===== src/rtl/decoder_pkg.sv =====
// Shared types and decode helper for the pipelined one-hot/thermometer decoder.
// The helper builds a maximum-width vector; callers keep the low NUM_OUTPUTS bits.
package decoder_pkg;

  localparam int unsigned DEC_MAX_OUTPUTS = 256;

  typedef enum logic {
    DEC_ONEHOT = 1'b0,
    DEC_THERMO = 1'b1
  } dec_mode_e;

  // Encoded as {main_v, skid_v}
  typedef enum logic [1:0] {
    SKID_EMPTY = 2'b00,
    SKID_ONE   = 2'b10,
    SKID_FULL  = 2'b11
  } skid_state_e;

  typedef struct packed {
    logic                       out_of_range;
    logic [DEC_MAX_OUTPUTS-1:0] vec;
  } dec_result_t;

  function automatic dec_result_t dec_decode(input logic [31:0] idx,
                                             input logic [31:0] num_outputs,
                                             input dec_mode_e   mode);
    dec_result_t res;
    res.vec          = '0;
    res.out_of_range = (idx >= num_outputs);
    if (!res.out_of_range) begin
      for (int unsigned i = 0; i < DEC_MAX_OUTPUTS; i++) begin
        if (mode == DEC_THERMO) res.vec[i] = (i <= idx);
        else                    res.vec[i] = (i == idx);
      end
    end
    return res;
  endfunction

endpackage


===== src/rtl/decode_comb.sv =====
// Purely combinational binary -> one-hot/thermometer decode with range detection.
module decode_comb
  import decoder_pkg::*;
#(
  parameter int unsigned BINARY_BITS = 3,
  parameter int unsigned NUM_OUTPUTS = 2 ** BINARY_BITS,
  parameter bit          THERMO_EN   = 1'b1
) (
  input  logic [BINARY_BITS-1:0] binary,
  input  logic                   mode,
  output logic [NUM_OUTPUTS-1:0] vec,
  output logic                   out_of_range
);

  dec_mode_e   eff_mode;
  dec_result_t res;
  logic        unused_res;

  assign eff_mode     = (THERMO_EN && mode) ? DEC_THERMO : DEC_ONEHOT;
  assign res          = dec_decode(32'(binary), 32'(NUM_OUTPUTS), eff_mode);
  assign vec          = res.vec[NUM_OUTPUTS-1:0];
  assign out_of_range = res.out_of_range;
  // Bits above NUM_OUTPUTS are always zero from the helper
  assign unused_res   = ^res.vec;

endmodule


===== src/rtl/decoder_pipe.sv =====
// Registered decoder with valid/ready on both sides and a 2-entry skid buffer,
// so in_ready is a flop and never a combinational function of out_ready.
module decoder_pipe
  import decoder_pkg::*;
#(
  parameter int unsigned BINARY_BITS = 3,
  parameter int unsigned NUM_OUTPUTS = 2 ** BINARY_BITS,
  parameter bit          THERMO_EN   = 1'b1
) (
  input  logic                   clk,
  input  logic                   reset_n,
  input  logic                   in_valid,
  output logic                   in_ready,
  input  logic [BINARY_BITS-1:0] binary,
  input  logic                   mode,
  output logic                   out_valid,
  input  logic                   out_ready,
  output logic [NUM_OUTPUTS-1:0] onehot,
  output logic                   out_of_range
);

  logic [NUM_OUTPUTS-1:0] dec_vec;
  logic                   dec_oor;

  skid_state_e            state_q, state_d;
  logic [NUM_OUTPUTS-1:0] main_vec_q, main_vec_d;
  logic                   main_oor_q, main_oor_d;
  logic [NUM_OUTPUTS-1:0] skid_vec_q, skid_vec_d;
  logic                   skid_oor_q, skid_oor_d;
  logic                   in_ready_q, in_ready_d;
  logic                   in_xfer, out_xfer;

  decode_comb #(
    .BINARY_BITS (BINARY_BITS),
    .NUM_OUTPUTS (NUM_OUTPUTS),
    .THERMO_EN   (THERMO_EN)
  ) u_decode (
    .binary       (binary),
    .mode         (mode),
    .vec          (dec_vec),
    .out_of_range (dec_oor)
  );

  assign in_xfer  = in_valid & in_ready_q;
  assign out_xfer = state_q[1] & out_ready;

  always_comb begin
    state_d    = state_q;
    main_vec_d = main_vec_q;
    main_oor_d = main_oor_q;
    skid_vec_d = skid_vec_q;
    skid_oor_d = skid_oor_q;
    unique case (state_q)
      SKID_EMPTY: begin
        if (in_xfer) begin
          state_d    = SKID_ONE;
          main_vec_d = dec_vec;
          main_oor_d = dec_oor;
        end
      end
      SKID_ONE: begin
        if (in_xfer && out_xfer) begin
          main_vec_d = dec_vec;
          main_oor_d = dec_oor;
        end else if (in_xfer) begin
          state_d    = SKID_FULL;
          skid_vec_d = dec_vec;
          skid_oor_d = dec_oor;
        end else if (out_xfer) begin
          // Clear the outputs so an idle pipe presents zero
          state_d    = SKID_EMPTY;
          main_vec_d = '0;
          main_oor_d = 1'b0;
        end
      end
      SKID_FULL: begin
        if (out_xfer) begin
          state_d    = SKID_ONE;
          main_vec_d = skid_vec_q;
          main_oor_d = skid_oor_q;
        end
      end
      default: begin
        state_d    = SKID_EMPTY;
        main_vec_d = '0;
        main_oor_d = 1'b0;
      end
    endcase
    in_ready_d = (state_d != SKID_FULL);
  end

  always_ff @(posedge clk) begin
    if (!reset_n) begin
      state_q    <= SKID_EMPTY;
      main_vec_q <= '0;
      main_oor_q <= 1'b0;
      skid_vec_q <= '0;
      skid_oor_q <= 1'b0;
      in_ready_q <= 1'b1;
    end else begin
      state_q    <= state_d;
      main_vec_q <= main_vec_d;
      main_oor_q <= main_oor_d;
      skid_vec_q <= skid_vec_d;
      skid_oor_q <= skid_oor_d;
      in_ready_q <= in_ready_d;
    end
  end

  assign in_ready     = in_ready_q;
  assign out_valid    = state_q[1];
  assign onehot       = main_vec_q;
  assign out_of_range = main_oor_q;

endmodule

===== config.mk =====
export PLATFORM = sky130hd
export DESIGN_NAME = decoder_pipe
export DESIGN_NICKNAME = d
export VERILOG_FILES = /design/src/rtl/decoder_pkg.sv /design/src/rtl/decode_comb.sv /design/src/rtl/decoder_pipe.sv
export SDC_FILE = /design/constraint.sdc
export NUM_CORES = 1
export LEC_CHECK = 0
export ABC_AREA = 1
export CAP_MARGIN = 20
export CORE_MARGIN = 4
export CORE_UTILIZATION = 53
export CTS_BUF_LIST = sky130_fd_sc_hd__clkbuf_8 sky130_fd_sc_hd__clkbuf_16
export DETAILED_ROUTE_END_ITERATION = 8
export GPL_TIMING_DRIVEN = 0
export HOLD_SLACK_MARGIN = 0.02
export PLACE_DENSITY = 0.85
export REMOVE_ABC_BUFFERS = 1
export SLEW_MARGIN = 25
export SYNTH_ARGS = -nofsm -noshare
export SYNTH_HDL_FRONTEND = slang
export SYNTH_SLANG_ARGS = --single-unit
export TNS_END_PERCENT = 10

===== constraint.sdc =====
create_clock -name clk -period 2.8 [get_ports clk]
set_clock_uncertainty 0.15 [all_clocks]
set_input_delay 0.28 -clock clk [delete_from_list [all_inputs] [get_ports clk]]
set_output_delay 0.28 -clock clk [all_outputs]
set_load 0.02 [all_outputs]

==> metrics.md <==
| Metric | Value |
|---|---|
| Hold path start | `onehot[2]$_SDFFE_PN0P_` |
| Setup repair after global routing missed its margin | `no` |
| Core Area | `1710 um2` |
| Maximum VDD drop | `0.388 mV` |
| Clk slew on worst S/H paths | `0.07 ns` |
| Worst path top cell family by delay | `buffers and inverters` |
| Slowest stage cell, crit path | `clkdlybuf4s50_1` |
| Cell count after synthesis | `141` |
| Top FF cell, synth | `dfxtp_1` |
| DP Cell Count | `180` |
| Critical path fanouts, max | `11` |
| Die Width | `50.2 um` |
| Largest area contributor in the netlist | `dfxtp_1` |
| Nets | `168` |
| Pre-antenna DRT Iters | `4` |
| Power Dens Cells | `503 nW/um2` |
| CTS max path bufs | `2` |
| Post-CTS setup buffer count | `0` |
| Status | `complete, no violations` |
| Worst stage delay on the critical path | `0.48 ns` |
| Dpl hpwl | `1480 um` |
| Endpoints failing setup | `0` |
| FILL cells | `145` |
| Commonest cells post-synth | `nand2_1 (58), nor2_1 (20), dfxtp_1 (19)` |
| Period utilisation layout | `64.2%` |
| Worst r2r dst | `skid_vec_q[0]$_SDFFE_PN0P_` |
| WP buf/inv | `3` |
| Mapped Avg Cell Area | `6.71 um2` |
| R2R cell count | `7` |
| Worst-Skew Late Latency | `0.25 ns` |
| Top cells by area in the synthesized netlist | `dfxtp_1 (40%), nand2_1 (23%), nor2_1 (7.9%), a21oi_2 (7.4%), inv_1 (4.0%)` |
| Post-synth ARST share | `0%` |
| Die height | `50.2 um` |
| Yosys top cell area share | `40.2%` |
| CTS Root Cell | `clkbuf_8` |
| Hold Crit Depth | `2` |
| Share of layout cells above drive strength 1 | `14.5%` |
| Via density | `4.84` |
| IO Count | `19` |
| Post-CTS Resized | `0` |
| Total wire length | `1910 um` |
| GRT Util Overall | `16.6%` |
| Vias in the first global route | `831` |
| WP data arrival | `1.77 ns` |
| Highest clock rate | `0.556 GHz` |
| Critical path type | `in -> reg` |
| RePlAce Congestion | `0.853` |
| WHS Endpoint | `onehot[2]$_SDFFE_PN0P_` |
| Yosys warning count | `0` |
| Combinational family with the most area after synthesis | `simple AND/OR/NAND/NOR gates` |
| Simple logic cell fraction of the synthesized area | `35.3%` |
| Initial antenna violation count | `0` |
| Crit path cell chain | `clkdlybuf4s50_1, nand2_2, inv_1, nand2_1, nor2_2, inv_1, nand2_1, a21oi_2` |
| Reg2Reg Setup Slack | `1.15 ns` |
| Total grt overflow | `0` |
| CTS buffer count | `3` |
| Final hold vios | `0` |
| H-tree depth | `1` |
| Via count | `890` |
| Post-Syn Area | `946 um2` |
| Most numerous cell in the Yosys netlist | `nand2_1` |
| Starting density of the core | `55.4%` |
| Mux contribution to synthesized area | `0%` |
| Synth Area in Compound Gates | `15.9%` |
| Min-Delay Path Class | `reg -> reg` |
| Drt wl/cell | `10.4 um` |
| Clk sinks | `19` |
| Setup crit start kind | `primary input` |
| CTS tree | `yes` |
| I/O Buffers | `17` |
| Final Util | `68.5%` |
| Critical path required time | `2.77 ns` |
| Largest net degree at the start of global routing | `12` |
| Final worst path period need | `1.80 ns` |
| DRC errors left | `0` |
| Leakage | `0.000537 uW` |
| Adder-cell share of the synthesized area | `0%` |
| Rows | `15` |
| First-pass GRT wire length | `3280 um` |
| Distinct cells, synth | `20` |
| Register area share after synthesis | `40.2%` |
| Die area | `2520 um2` |
| Area added between synthesis and finish | `23.7%` |
| N_diodes | `0` |
| Max_cap viols | `0` |
| Crit end category | `flop` |
| Layout Cells excl Fill | `184` |
| DRT antenna net count | `0` |
| Post-CTS Hold Buffers | `0` |
| Slew Limit Fails | `0` |
| Xor/xnor cell area share of the yosys netlist | `0%` |
| Reg-to-Reg Start | `state_q[1]$_SDFF_PN0_` |
| Register bit count reported by yosys | `19` |
| Post-synth EDFFs | `0` |
| Initial drt markers | `14` |
| Total negative setup slack | `0 ns` |
-- report_power, final --
group	total (uW)	switching (uW)	internal, uW
clock network	186	87.3	98.8
registers	290	6.84	283
logic	113	68.2	44.4
total	589	162	426
-- cell families (layout without fill, tap and decap cells) --
group / count (synthesis) / after routing
compound gates: 21 / 21
other cells: 1 / 1
buf+inv: 17 / 35
simple gates: 83 / 83
flops: 19 / 19
-- layout by cell type, fill, tap and decap left out, types with 2 or more instances in the layout --
master and n:
nand2_1 58, nor2_1 20, dfxtp_1 19, clkdlybuf4s50_1 17
inv_1 10, a21oi_2 8, o21ai_0 5, a21oi_1 4
inv_2 3, clkbuf_8 3, nand2_2 2, clkinv_2 2
o21ai_1 2
-- layer usage --
metal,vias to the layer above,routed length [um],track usage [%],part of all wire [%]
met3,4,104,4.75,5.4
met1,397,806,19.1,42
met4,0,21,3.69,1.1
met5,-,0,0,0
li1,466,-,-,-
met2,23,980,30.0,51
-- flip-flops by register name, indices dropped and copies added (netlist names) --
register    count
skid_vec_q      8
in_ready        1
state_q         2
onehot          8
-- through the flow --
step / instance area, um2 / total power, uW / setup slack (ns) / hold WS [ns]
2_1_floorplan: 922 / 366 / 1.27 / 0.239
3_3_place_gp: 1120 / 406 / 0.797 / 0.307
3_5_place_dp: 1120 / 408 / 0.745 / 0.313
4_1_cts: 1170 / 596 / 1.00 / 0.323
5_1_grt: 1170 / 616 / 0.833 / 0.342
6_report: 1170 / 589 / 1.00 / 0.320
-- worst register-to-register path, stage by stage (launching register included) --
cell	delay (ns)
dfxtp_1	0.39
inv_2	0.08
nor2_4	0.08
inv_2	0.05
nor2_2	0.36
inv_1	0.22
nand2_1	0.13
a21oi_2	0.05
-- layout make-up --
cell class	instances	area, um2	share of cell area, %
multi-input combinational	105	488	41.7
sequential	19	380	32.5
timing repair buffer	17	170	14.5
inverter	14	53.8	4.60
clock buffer	3	41.3	3.53
tap	25	31.3	2.67
clock inverter	1	5.00	0.428
-- how the worst max path moves through the flow --
stage / startpoint / end / cells past startpoint
after floorplan: state_q[1]$_SDFF_PN0_ / skid_vec_q[0]$_SDFFE_PN0P_ / 7
after global placement: in_valid / skid_vec_q[1]$_SDFFE_PN0P_ / 8
after detailed placement: in_valid / skid_vec_q[0]$_SDFFE_PN0P_ / 8
after CTS: in_valid / skid_vec_q[0]$_SDFFE_PN0P_ / 8
after global routing: in_valid / skid_vec_q[4]$_SDFFE_PN0P_ / 8
final: in_valid / skid_vec_q[0]$_SDFFE_PN0P_ / 8
No activity file was read; power rests on OpenSTA's default activity.
